`src/rtl/int_mul_iter.sv`:
```
`default_nettype none
// ============================================================================
// Module      : int_mul_iter
// Description : Iterative signed/unsigned integer multiplier, BITS_PER_CYCLE
//               multiplier bits retired per cycle, four-phase req/ack.
// Revision    : 1.0 - initial parametrised release
// ============================================================================
module int_mul_iter #(
    parameter int WIDTH          = 32,
    parameter int BITS_PER_CYCLE = 2
) (
    input  logic             clk,
    input  logic             rst,
    input  logic             req,
    input  logic [WIDTH-1:0] a,
    input  logic [WIDTH-1:0] b,
    input  logic             is_signed,
    input  logic             high,
    output logic [WIDTH-1:0] out,
    output logic             ack,
    output logic             busy
);

    localparam int c_SW = $clog2(WIDTH + 1);
    localparam int c_PW = 2 * WIDTH;

    typedef enum logic [1:0] {
        S_IDLE   = 2'd0,
        S_MULT   = 2'd1,
        S_FINISH = 2'd2,
        S_WAIT   = 2'd3
    } state_t;

    state_t r_state;
    state_t w_state_next;

    logic [WIDTH-1:0] r_mcand;
    logic [WIDTH-1:0] r_mplier;
    logic [c_PW-1:0]  r_acc;
    logic [c_SW-1:0]  r_shift;
    logic             r_neg;
    logic             r_high;
    logic [WIDTH-1:0] r_out;
    logic             r_ack;

    logic [WIDTH-1:0] w_a_mag;
    logic [WIDTH-1:0] w_b_mag;
    logic             w_neg;
    logic [c_PW-1:0]  w_mcand_ext;
    logic [c_PW-1:0]  w_digit_ext;
    logic [c_PW-1:0]  w_pp;
    logic [WIDTH-1:0] w_mplier_next;
    logic [c_SW-1:0]  w_shift_next;
    logic             w_mult_done;
    logic [c_PW-1:0]  w_product;

    // Signed operands are reduced to magnitudes; the most negative value
    // maps onto 2^(WIDTH-1), which still fits as an unsigned WIDTH-bit value.
    assign w_a_mag = (is_signed && a[WIDTH-1]) ? (~a + 1'b1) : a;
    assign w_b_mag = (is_signed && b[WIDTH-1]) ? (~b + 1'b1) : b;
    assign w_neg   = is_signed & (a[WIDTH-1] ^ b[WIDTH-1]);

    assign w_mcand_ext   = {{WIDTH{1'b0}}, r_mcand};
    assign w_digit_ext   = {{(c_PW - BITS_PER_CYCLE){1'b0}}, r_mplier[BITS_PER_CYCLE-1:0]};
    assign w_pp          = (w_mcand_ext * w_digit_ext) << r_shift;
    assign w_mplier_next = r_mplier >> BITS_PER_CYCLE;
    assign w_shift_next  = r_shift + c_SW'(BITS_PER_CYCLE);
    assign w_mult_done   = (w_mplier_next == '0) || (w_shift_next >= c_SW'(WIDTH));
    assign w_product     = r_neg ? (~r_acc + 1'b1) : r_acc;

    always_ff @(posedge clk or negedge rst) begin
        if (!rst) begin
            r_state <= S_IDLE;
        end else begin
            r_state <= w_state_next;
        end
    end

    always_comb begin
        w_state_next = r_state;
        case (r_state)
            S_IDLE: begin
                if (req) begin
                    w_state_next = S_MULT;
                end
            end
            S_MULT: begin
                if (w_mult_done) begin
                    w_state_next = S_FINISH;
                end
            end
            S_FINISH: begin
                w_state_next = S_WAIT;
            end
            S_WAIT: begin
                if (!req) begin
                    w_state_next = S_IDLE;
                end
            end
            default: begin
                w_state_next = S_IDLE;
            end
        endcase
    end

    always_ff @(posedge clk or negedge rst) begin
        if (!rst) begin
            r_mcand  <= '0;
            r_mplier <= '0;
            r_acc    <= '0;
            r_shift  <= '0;
            r_neg    <= 1'b0;
            r_high   <= 1'b0;
            r_out    <= '0;
            r_ack    <= 1'b0;
        end else begin
            case (r_state)
                S_IDLE: begin
                    if (req) begin
                        r_mcand  <= w_a_mag;
                        r_mplier <= w_b_mag;
                        r_neg    <= w_neg;
                        r_high   <= high;
                        r_acc    <= '0;
                        r_shift  <= '0;
                    end
                end
                S_MULT: begin
                    r_acc    <= r_acc + w_pp;
                    r_mplier <= w_mplier_next;
                    r_shift  <= w_shift_next;
                end
                S_FINISH: begin
                    r_out <= r_high ? w_product[c_PW-1:WIDTH] : w_product[WIDTH-1:0];
                    r_ack <= 1'b1;
                end
                S_WAIT: begin
                    if (!req) begin
                        r_ack <= 1'b0;
                    end
                end
                default: begin
                    r_ack <= 1'b0;
                end
            endcase
        end
    end

    assign out  = r_out;
    assign ack  = r_ack;
    assign busy = (r_state != S_IDLE);

endmodule
`default_nettype wire
```
`config.mk`:
```
export PLATFORM = sky130hd
export DESIGN_NAME = int_mul_iter
export DESIGN_NICKNAME = d
export VERILOG_FILES = /design/src/rtl/int_mul_iter.sv
export SDC_FILE = /design/constraint.sdc
export NUM_CORES = 1
export LEC_CHECK = 0
export ABC_AREA = 1
export CAP_MARGIN = 20
export CORE_MARGIN = 2
export CORE_UTILIZATION = 30
export DETAILED_ROUTE_END_ITERATION = 8
export PLACE_DENSITY_LB_ADDON = 0.1
export SYNTH_ARGS = -nofsm -noshare
export SYNTH_HDL_FRONTEND = slang
export SYNTH_SLANG_ARGS = --single-unit
```
`constraint.sdc`:
```
create_clock -name clk -period 9.2 [get_ports clk]
set_input_delay 0.92 -clock clk [delete_from_list [all_inputs] [get_ports clk]]
set_output_delay 0.92 -clock clk [all_outputs]
set_load 0.01 [all_outputs]
```
==> summary.md <==
| Metric | Value |
|---|---|
| CP endpoint kind | `flop` |
| MaxCap Viol Count | `0` |
| Slowest cell on crit path | `dfrtp_1` |
| Clk_lat worst skew | `roughly 0.50 ns` |
| Die Area | `65,200 um2` |
| Multi-input logic area | `12,530 um2` |
| Top cells by area, synth | `dfrtp_1, nand2_1, inv_1` |
| ANT nets after route | `0` |
| Initial DRC Count | `1,828` |
| Final Net Count | `3,373` |
| Final Critical Period | `6.599 ns` |
| CP max stage delay | `between 0.9 and 1 ns` |
| Post-route cell area | `~21,000 um2` |
| Final Hold Vio Count | `0` |
| Setup violators final | `0` |
| Worst setup path class | `flop to flop` |
| Final setup skew | `0.01655 ns` |
| Crit path launch type | `flop` |
| Via count | `roughly 21k` |
| Ports | `approximately 100` |
| Sequential Power Share | `15.8%` |
| Power density over cell area | `roughly 440 nW/um2` |
| Mean post-synth cell area | `roughly 6 um2` |
| Stages on worst setup path | `29` |
| Synth top area share | `about 22%` |
| Ys flop type | `dfrtp_1` |
| IO Port Bufs | `102` |
| Delay-heaviest family, CP | `compound AO/OA/AOI/OAI gates` |
| Maximum fanout along the worst path | `33` |
| Wirelength per Cell | `20.17 um` |
| Rel. slew slack | `a little over a quarter` |
| GRT Util Overall | `between 20% and 30%` |
| Final worst-path cycle share | `a little under three quarters` |
| Post-synth EDFFs | `0` |
| Synth area leader | `dfrtp_1` |
| Worst r2r path cells | `29` |
| H-tree Lvls | `4` |
| CTS resizes | `0` |
| Drt pass-1 iters | `6` |
| Internal | `3.615 mW` |
| Synth-to-layout area growth | `12.95%` |
| Power share of the clock group | `between 7 and 8%` |
| Hold crit path type | `primary input to asynchronous set/reset pin` |
| Die height | `between 200 and 300 um` |
| Clk root buf | `clkbuf_16` |
| Sw Ratio | `between 60% and 70%` |
| TNS Setup | `0 ns` |
| Antenna violations before repair | `3` |
| First-pass GRT wire length | `124,600 um` |
| Seq cells post-synth | `170` |
| Total CTS buffers | `17` |
| Post-Route WL | `just over 80,000 um` |
| Die width | `255.3 um` |
| DP HPWL | `a little under 70,000 um` |
| DRC | `0` |
| Max Fclk | `around 150 MHz` |
| Total gr overflow | `0` |
| Reg area | `4255 um2` |
| Largest net degree at the start of global routing | `101` |
| Reg clk slew, reported paths | `0.07 ns` |
| Worst path bufs/invs | `3` |
| Core ar. | `between 60,000 and 70,000 um2` |
| Crit path top cell by count | `nand2_1` |
| Cell Area, Placed | `20,830 um2` |
| Combinational Power Share | `around three quarters` |
| Req. time, crit path | `between 9 and 10 ns` |
| Seq/Total Area, Yosys | `approximately 22%` |
| Starting density of the core | `between 30% and 40%` |
| CP Data Arrival Time | `roughly 7 ns` |
| Syn Inst Count | `3,159` |
| Slew Viols, Final | `0` |
| DR vias/cell | `about 5.1` |
| Switching power total | `between 5 and 6 mW` |
| Share of cells above drive strength 1 | `4.361%` |
| Cts hold-fix bufs | `0` |
| P_leak | `10.52 nW` |
| Clk sink count | `170` |
| Worst vdd ir | `0.1900 mV` |
| Outcome | `completed` |
| Worst-Margin Slew | `about 1.1 ns` |
| Fill cells | `approximately 7.0k` |
| Rows | `a little over 90` |
| Async S/R FF share, synth | `100.0%` |
| GPL Wtd Cong | `between 0.9 and 1` |
| Yosys warns | `0` |
| Synth cell types | `62` |
| Worst-case clock buffer depth | `2` |
| Post-CTS Setup Repair Bufs | `0` |
| Mapped cell area | `around 19,000 um2` |
| RSZ-0062 raised after global routing | `no` |
| CTS tree | `yes` |
| Syn nets | `3,334` |
| Vias in the first global route | `20.02k` |
placed cells by master, fill, tap and decap left out, drive strengths merged, types with 7 or more instances in the layout:
cell type	instances
nand2	727
inv	476
o21ai	373
nor2	350
a21oi	259
nand3	211
dfrtp	170
ha	104
clkdlybuf4s50	101
a31oi	70
nor3	54
xor2	47
o22ai	32
nor4	26
buf	25
o211ai	24
nand4	22
clkbuf	19
a21o	18
xnor2	18
or2	14
clkinv	8
o21bai	7
o31ai	7
o21a	7
worst reg2reg max path, delay by kind of cell (launching register included):
family	cells	cell delay, ns
AO/OA/AOI/OAI	10	2.90
AND/OR/NAND/NOR	13	1.43
flip-flops	1	0.98
adder cells (fa/ha/maj)	3	0.87
buffers and inverters	3	0.26
worst paths after layout:
check	start	endpoint	slack, ns
worst min register to register	out[13]	out[13]	0.49
worst min-delay path	rst	out[1]	0.45
max in group asynchronous	rst	r_neg	7.49
worst max register to register	r_mplier[1]	r_acc[59]	2.60
worst max-delay path	r_mplier[1]	r_acc[59]	2.60
min in group clk	out[13]	out[13]	0.49
cells by family (layout without fill, tap and decap cells):
| logic type | Yosys count | count (layout) | share of synthesized area, % |
|---|---|---|---|
| compound gates | 818 | 818 | 24.02 |
| xor+xnor | 65 | 65 | 3.004 |
| fa+ha+maj | 106 | 106 | 7.078 |
| buf+inv | 580 | 631 | 11.53 |
| flops | 170 | 170 | 22.45 |
| mux | 2 | 2 | 0.1056 |
| other cells | 0 | 1 | 0 |
| simple gates | 1418 | 1418 | 31.82 |
layer usage:
metal	global-route usage [%]	up-vias	share of wire, %
met4	10.70	0	4.1
li1	-	10562	-
met3	3.750	91	5.5
met5	0	-	0
met2	38.05	623	43
met1	34.97	9585	48
registers in the layout, indices dropped and copies added, names as in the netlist:
| name | flops |
|---|---|
| ack | 1 |
| out | 32 |
| r_acc | 64 |
| r_high | 1 |
| r_mcand | 32 |
| r_mplier | 32 |
| r_neg | 1 |
| r_shift | 5 |
| r_state | 2 |
area by class of cell:
cell class	count	area share (%)
multi-input combinational	2409	58.54
inverter	473	8.295
tap	846	4.945
clock buffer	18	2.052
antenna	1	0.01169
timing repair buffer	127	5.758
sequential	170	19.88
clock inverter	13	0.5144
synth_stat cells, drive strengths merged, types with 3 or more instances:
master and n:
a21boi 6, a21o 18, a21oi 259, a31oi 70, and2 6, and3 3, buf 21, clkbuf 86
clkinv 4, dfrtp 170, ha 104, inv 469, nand2 727, nand3 211, nand3b 3, nand4 22
nor2 350, nor3 54, nor4 26, o211ai 24, o21a 7, o21ai 373, o21bai 7, o22ai 32
o311ai 3, o31ai 7, or2 14, xnor2 18, xor2 47
per-stage QoR:
step | setup WS (ns) | instances | utilization, % | power, mW | hold WS, ns
finish | 2.601 | 4057 | 34.12 | 9.495 | 0.4520
global route | 1.908 | 4056 | 34.11 | 10.40 | 0.4756
CTS | 2.552 | 4055 | 34.07 | 9.448 | 0.4390
detailed placement | 2.563 | 4024 | 33.20 | 8.681 | 0.4744
global placement | 2.525 | 4024 | 33.20 | 8.707 | 0.4743
floorplan | 4.625 | 3159 | - | 6.080 | 0.4592
power groups by stage:
stage / clock (mW) / sequential, mW / combinational (mW)
final: 0.723 / 1.50 / 7.27
after global routing: 0.773 / 1.55 / 8.08
after CTS: 0.748 / 1.51 / 7.19
after detailed placement: 0 / 1.52 / 7.16
after global placement: 0 / 1.51 / 7.20
after floorplan: 0 / 1.36 / 4.72
(Power assumes the default switching activity.)
